$ cat src/rtl/mcpu_pkg.sv
// Shared definitions for the MCPU control path.
// Holds the default widths, the opcode constants, the register file command
// encodings (also used by the register file) and the state and
// instruction-class encodings used by the control FSM and its decoder.
package mcpu_pkg;

  localparam int WORD_SIZE    = 8;   // datapath width seen by sibling blocks
  localparam int OPERAND_SIZE = 12;
  localparam int OPCODE_SIZE  = 4;
  localparam int INSTR_SIZE   = OPCODE_SIZE + 3 * OPERAND_SIZE;
  localparam int MEM_TIMEOUT  = 15;  // max cycles spent waiting for mem_ack
  localparam int CNT_W        = 4;   // width of the MEM wait counter

  localparam logic [OPCODE_SIZE-1:0] OPC_NOP   = 4'd0;
  localparam logic [OPCODE_SIZE-1:0] OPC_ADD   = 4'd1;
  localparam logic [OPCODE_SIZE-1:0] OPC_SUB   = 4'd2;
  localparam logic [OPCODE_SIZE-1:0] OPC_AND   = 4'd3;
  localparam logic [OPCODE_SIZE-1:0] OPC_OR    = 4'd4;
  localparam logic [OPCODE_SIZE-1:0] OPC_MOV   = 4'd5;
  localparam logic [OPCODE_SIZE-1:0] OPC_LOAD  = 4'd6;
  localparam logic [OPCODE_SIZE-1:0] OPC_STORE = 4'd7;

  // Register file command encodings.
  localparam logic [1:0] CMD_NORMAL_EX      = 2'b00;
  localparam logic [1:0] CMD_MOV_INTERNAL   = 2'b01;
  localparam logic [1:0] CMD_LOAD_FROM_DATA = 2'b10;
  localparam logic [1:0] CMD_DO_NOTHING     = 2'b11;

  typedef enum logic [2:0] {
    S_IDLE,
    S_DECODE,
    S_EXECUTE,
    S_MEM,
    S_WB
  } state_t;

  typedef enum logic [2:0] {
    CLS_NOP,
    CLS_ALU,
    CLS_MOV,
    CLS_LOAD,
    CLS_STORE,
    CLS_ILLEGAL
  } op_class_t;

endpackage

$ cat src/rtl/mcpu_decoder.sv
// Combinational opcode decoder for the MCPU control FSM.
// Ports:
//   opcode    in   instruction opcode field
//   alu_op    out  ALU function (opcode for ADD/SUB/AND/OR, else 0)
//   regsetcmd out  register file command for this instruction
//   op_class  out  instruction class that steers the FSM
//   illegal   out  opcode is undefined
module mcpu_decoder
  import mcpu_pkg::*;
(
  input  logic [OPCODE_SIZE-1:0] opcode,
  output logic [OPCODE_SIZE-1:0] alu_op,
  output logic [1:0]             regsetcmd,
  output op_class_t              op_class,
  output logic                   illegal
);

  always_comb begin
    // NOTE: every output gets a default before the case so no path leaves
    // one unassigned, which would otherwise infer a latch.
    alu_op    = '0;
    regsetcmd = CMD_DO_NOTHING;
    op_class  = CLS_ILLEGAL;
    illegal   = 1'b1;
    case (opcode)
      OPC_NOP: begin
        op_class = CLS_NOP;
        illegal  = 1'b0;
      end
      OPC_ADD, OPC_SUB, OPC_AND, OPC_OR: begin
        alu_op    = opcode;
        regsetcmd = CMD_NORMAL_EX;
        op_class  = CLS_ALU;
        illegal   = 1'b0;
      end
      OPC_MOV: begin
        regsetcmd = CMD_MOV_INTERNAL;
        op_class  = CLS_MOV;
        illegal   = 1'b0;
      end
      OPC_LOAD: begin
        regsetcmd = CMD_LOAD_FROM_DATA;
        op_class  = CLS_LOAD;
        illegal   = 1'b0;
      end
      OPC_STORE: begin
        op_class = CLS_STORE;
        illegal  = 1'b0;
      end
      default: ;
    endcase
  end

endmodule

$ cat src/rtl/mcpu_control_fsm.sv
// MCPU control FSM: accepts one instruction at a time from fetch, walks it
// through DECODE / EXECUTE / MEM / WB and drives the register file and data
// memory controls. All outputs come straight from flops.
// Ports:
//   clk, reset        clock; asynchronous active-high reset
//   instr_valid/ready fetch handshake (ready only in IDLE)
//   instr             {opcode, op1, op2, op3}
//   op1, op2, op3     latched operand fields
//   alu_op            ALU function
//   mem_read/write    data memory request, held until mem_ack or timeout
//   mem_ack           data memory completion
//   regsetcmd         register file command
//   regsetwb          one-cycle register file write strobe
//   illegal           one-cycle pulse for an undefined opcode
//   mem_timeout       one-cycle pulse when the memory wait expires
module mcpu_control_fsm
  import mcpu_pkg::*;
(
  input  logic                    clk,
  input  logic                    reset,
  input  logic                    instr_valid,
  output logic                    instr_ready,
  input  logic [INSTR_SIZE-1:0]   instr,
  output logic [OPERAND_SIZE-1:0] op1,
  output logic [OPERAND_SIZE-1:0] op2,
  output logic [OPERAND_SIZE-1:0] op3,
  output logic [OPCODE_SIZE-1:0]  alu_op,
  output logic                    mem_read,
  output logic                    mem_write,
  input  logic                    mem_ack,
  output logic [1:0]              regsetcmd,
  output logic                    regsetwb,
  output logic                    illegal,
  output logic                    mem_timeout
);

  state_t                 state;
  logic [OPCODE_SIZE-1:0] opcode_q;
  logic [CNT_W-1:0]       mem_cnt;

  logic [OPCODE_SIZE-1:0] dec_alu_op;
  logic [1:0]             dec_cmd;
  op_class_t              dec_class;
  logic                   dec_illegal;

  // The latched opcode is held until the next transfer, so the decode is
  // valid in every state after DECODE as well.
  mcpu_decoder u_decoder (
    .opcode    (opcode_q),
    .alu_op    (dec_alu_op),
    .regsetcmd (dec_cmd),
    .op_class  (dec_class),
    .illegal   (dec_illegal)
  );

  // NOTE: sequential state uses non-blocking assignments only, so every flop
  // samples the pre-edge values regardless of statement order.
  always_ff @(posedge clk or posedge reset) begin
    if (reset) begin
      state       <= S_IDLE;
      instr_ready <= 1'b1;
      opcode_q    <= '0;
      op1         <= '0;
      op2         <= '0;
      op3         <= '0;
      alu_op      <= '0;
      regsetcmd   <= CMD_DO_NOTHING;
      regsetwb    <= 1'b0;
      mem_read    <= 1'b0;
      mem_write   <= 1'b0;
      illegal     <= 1'b0;
      mem_timeout <= 1'b0;
      mem_cnt     <= '0;
    end else begin
      // Pulse outputs fall by default; states raise them for one cycle.
      regsetwb    <= 1'b0;
      illegal     <= 1'b0;
      mem_timeout <= 1'b0;

      case (state)
        S_IDLE: begin
          if (instr_valid) begin
            opcode_q    <= instr[INSTR_SIZE-1 -: OPCODE_SIZE];
            op1         <= instr[3*OPERAND_SIZE-1 -: OPERAND_SIZE];
            op2         <= instr[2*OPERAND_SIZE-1 -: OPERAND_SIZE];
            op3         <= instr[OPERAND_SIZE-1:0];
            instr_ready <= 1'b0;
            state       <= S_DECODE;
          end
        end

        S_DECODE: begin
          regsetcmd <= dec_cmd;
          alu_op    <= dec_alu_op;
          if (dec_illegal) begin
            illegal     <= 1'b1;
            instr_ready <= 1'b1;
            state       <= S_IDLE;
          end else if (dec_class == CLS_NOP) begin
            instr_ready <= 1'b1;
            state       <= S_IDLE;
          end else begin
            state <= S_EXECUTE;
          end
        end

        S_EXECUTE: begin
          if (dec_class == CLS_LOAD || dec_class == CLS_STORE) begin
            mem_read  <= (dec_class == CLS_LOAD);
            mem_write <= (dec_class == CLS_STORE);
            mem_cnt   <= '0;
            state     <= S_MEM;
          end else begin
            regsetwb <= 1'b1;
            state    <= S_WB;
          end
        end

        S_MEM: begin
          // Ack is tested first so it wins over an expiry on the same edge.
          if (mem_ack) begin
            mem_read  <= 1'b0;
            mem_write <= 1'b0;
            if (dec_class == CLS_LOAD) begin
              regsetwb <= 1'b1;
              state    <= S_WB;
            end else begin
              regsetcmd   <= CMD_DO_NOTHING;
              instr_ready <= 1'b1;
              state       <= S_IDLE;
            end
          end else if (mem_cnt == CNT_W'(MEM_TIMEOUT - 1)) begin
            mem_timeout <= 1'b1;
            mem_read    <= 1'b0;
            mem_write   <= 1'b0;
            regsetcmd   <= CMD_DO_NOTHING;
            instr_ready <= 1'b1;
            state       <= S_IDLE;
          end else begin
            mem_cnt <= mem_cnt + 1'b1;
          end
        end

        S_WB: begin
          regsetcmd   <= CMD_DO_NOTHING;
          instr_ready <= 1'b1;
          state       <= S_IDLE;
        end

        default: begin
          instr_ready <= 1'b1;
          state       <= S_IDLE;
        end
      endcase
    end
  end

endmodule
$ cat config.mk
export PLATFORM = sky130hd
export DESIGN_NAME = mcpu_control_fsm
export DESIGN_NICKNAME = d
export VERILOG_FILES = /design/src/rtl/mcpu_pkg.sv /design/src/rtl/mcpu_decoder.sv /design/src/rtl/mcpu_control_fsm.sv
export SDC_FILE = /design/constraint.sdc
export NUM_CORES = 1
export LEC_CHECK = 0
export CAP_MARGIN = 15
export CORE_MARGIN = 2
export CORE_UTILIZATION = 45
export DETAILED_ROUTE_END_ITERATION = 7
export PLACE_DENSITY = 0.87
export SLEW_MARGIN = 25
export SYNTH_ARGS = -nofsm -noshare
export SYNTH_HDL_FRONTEND = slang
export SYNTH_SLANG_ARGS = --single-unit
$ cat constraint.sdc
create_clock -name clk -period 2.9 [get_ports clk]
set_clock_uncertainty 0.05 [all_clocks]
set_input_delay 0.29 -clock clk [delete_from_list [all_inputs] [get_ports clk]]
set_output_delay 0.29 -clock clk [all_outputs]
set_load 0.02 [all_outputs]
==> impl_metrics.yaml <==
layout:
  fin_area_mm2: 0.00361
  syn2layout_area_growth_pct: 48.3
  drive_gt1_share_pct: 22.5
  diodes: 0
  nets: 325
  instances_no_fill: 354
global_route:
  track_usage_pct: 18.8
  grt_max_degree: 27
  gr-total-overflow: 0
  antenna_found_initial: 0
  grt_pass1_vias: 1934
  grt_pass1_wl_um: 8890
logic_synthesis:
  synthSimpleGateAreaFrac_pct: 9.77
  syn_inst: 179
  synth_compound_area_share_pct: 4.73
  ys_warn_count: 0
  syn_nets: 225
  yosys.area.top_type: "dfrtp_1"
  synth_mux_area_share_pct: 20.8
  synth_area_mm2: 0.00243
  synth_area_leaders: "dfrtp_1, mux2_2, dfstp_2"
  ys_types: 33
  avgSynthCellArea_um2: 13.6
  synth_top_area_share_pct: 57.6
  synth-seq-cells: 59
  synth_top_family_by_area: "multiplexers"
  synth_xor_area_share_pct: 0.360
  synthAdderAreaFrac_pct: 1.03
  synth_seq_area_share_pct: 60.8
critical_path:
  worstRegToRegCells: 4
  setup.worst_path.start_class: "flop"
  crit_arrival_ns: 2.01
  critPathKind: "flop to flop"
  worst_r2r_startpoint: "state[0]"
  worstSetupEndpoint: "instr_ready"
  cp.required_ns: 3.10
  crit_path_start: "state[0]"
  cp_max_fo: 23
  cp-end-kind: "flop"
  worstReg2RegEnd: "instr_ready"
  regToRegSetupSlack_ns: 1.09
flow_run:
  cap_violations: 0
die:
  core_mm2: 0.00517
  fp.dieArea_mm2: 0.00601
  die_w_um: 77.5
  initial_core_util_pct: 47.0
  die_y_um: 77.5
  num_rows: 26
  ios: 92
placement:
  dpl.cell_count: 338
  numPortBuffers: 91
  place_area_mm2: 0.00342
  dpl.hpwl_um: 3600
  gp_congestion: 0.777
clock_network:
  cts_root_buffer: "clkbuf_8"
  post_cts_buffers: 0
  cts.sinks: 59
  clock_latency_ns: 0.33
  htree_num_levels: 3
  ctsResizeCount: 0
  clk_path_buf_depth: 2
  cts_hold_buffers: 0
  numCtsBuffers: 9
  cts_tree: "built"
  path_clk_slew_ns: 0.07
route:
  route.detailed.drc: 0
  detail_route.first_pass.iterations: 4
  initialDrtViolationCount: 88
  wire_per_inst_um: 14.1
  wirelength_um: 4990
  ant_nets: 0
  vias_per_cell: 4.91
  num_vias: 1737
timing:
  rsz0062_at_grt: "false"
  setup_tns_ns: 0
  fin_crit_ns: 1.81
  slew_headroom_pct: 71.4
  setup_viol: 0
  tightestPinTransition_ns: 0.429
  fin_crit_sh_pct: 62.4
  fmax_ghz: 0.553
  hold_viol_final: 0
  final_max_slew_viol_count: 0
power_and_ir_drop:
  leakagePower_nw: 1.53
  p_per_area_mw_per_mm2: 1180
  ir_worst_vdd_mv: 0.733
min_path:
  hold_path.class: "input port to asynchronous set/reset pin"
run_status:
  status: "finished, final reports clean"
-- critical path, cell delays in order, from the launching register on --
cell and delay (ns):
dfrtp_1 0.53, nor4b_4 0.35, buf_4 0.35, inv_1 0.11
a221o_1 0.35
-- cell families (layout without fill, tap and decap cells) --
group,after synthesis,in the layout
AOI/OAI and AO/OA,18,18
xor gates and xnor gates,1,1
adders and majority gates,2,2
buffers and inverters,11,116
DFF,59,59
muxes,45,45
and+or+nand+nor,43,43
-- metal layers --
layer / up-vias / GRT usage, % / part of all wire, %
li1: 827 / - / -
met1: 838 / 21.7 / 42
met2: 64 / 31.0 / 48
met3: 8 / 6.98 / 8.5
met4: 0 / 8.93 / 1.7
met5: - / 0 / 0
-- cell usage after synthesis (all sizes together) --
library cell / count
a2111o: 1
mux2i: 3
nor4b: 1
nor2b: 1
mux2: 42
nand3: 4
o41ai: 1
nand2b: 7
nor3b: 1
o21ai: 8
buf: 5
nor3: 5
clkbuf: 1
inv: 5
o31ai: 1
dfstp: 3
nand3b: 2
a22oi: 1
nor2: 11
a31o: 1
ha: 2
dfrtp: 56
a21oi: 3
and2: 2
a31oi: 1
nand2: 9
xnor2: 1
a221o: 1
-- where the power goes --
group	switching (W)	total (W)	leakage, nW	internal (W)
sequential	0.000307	0.00154	0.703	0.00123
combinational	0.000917	0.00199	0.731	0.00108
clock	0.000304	0.000722	0.0974	0.000419
total	0.00153	0.00426	1.53	0.00273
-- state kept, by name, summed over array words and instances, names as in the netlist --
signal,count
instr_ready,1
mem_timeout,1
regsetwb,1
op2,12
illegal,1
opcode_q,4
regsetcmd,2
mem_cnt,4
mem_write,1
alu_op,4
mem_read,1
state,3
op3,12
op1,12
-- cell type report --
class,count,area [um^2]
clock inverters,3,40.0
repair buffers,95,941
flip-flops and latches,59,1480
inverters,5,18.8
well taps,70,87.6
multi-input cells,109,893
fillers,360,1560
clock buffers,13,149
-- placed cells by master (no fill, tap or decap), types with 2 or more instances in the layout --
cell type        instances
mux2_1                   3
clkdlybuf4s50_1         91
nand2_1                  9
nand3_1                  4
mux2_2                  38
clkbuf_1                 3
clkbuf_8                10
dfstp_2                  3
dfrtp_1                 56
a21oi_1                  3
o21ai_0                  7
mux2i_1                  3
nor2_1                  11
and2_1                   2
nand2b_1                 7
buf_4                    4
inv_1                    4
clkinv_2                 2
nor3_1                   4
ha_1                     2
-- how the worst min path moves through the flow --
stage          cells past startpoint     endpoint      start
2_1_floorplan                      1  mem_timeout    mem_ack
3_3_place_gp                       2    alu_op[0]  alu_op[0]
3_5_place_dp                       2    alu_op[0]  alu_op[0]
4_1_cts                            2       op3[3]      reset
5_1_grt                            2       op3[3]      reset
6_report                           2       op3[3]      reset
-- through the flow --
step,setup slack [ns],hold slack [ns],total power (W),util (%)
2_1_floorplan,1.11,0.313,0.00270,-
4_1_cts,1.08,0.203,0.00430,69.8
5_1_grt,0.964,0.243,0.00453,69.8
6_report,1.09,0.204,0.00426,69.8
3_3_place_gp,1.04,0.407,0.00351,66.1
3_5_place_dp,1.01,0.416,0.00357,66.1
No activity file was read; power rests on OpenSTA's default activity.
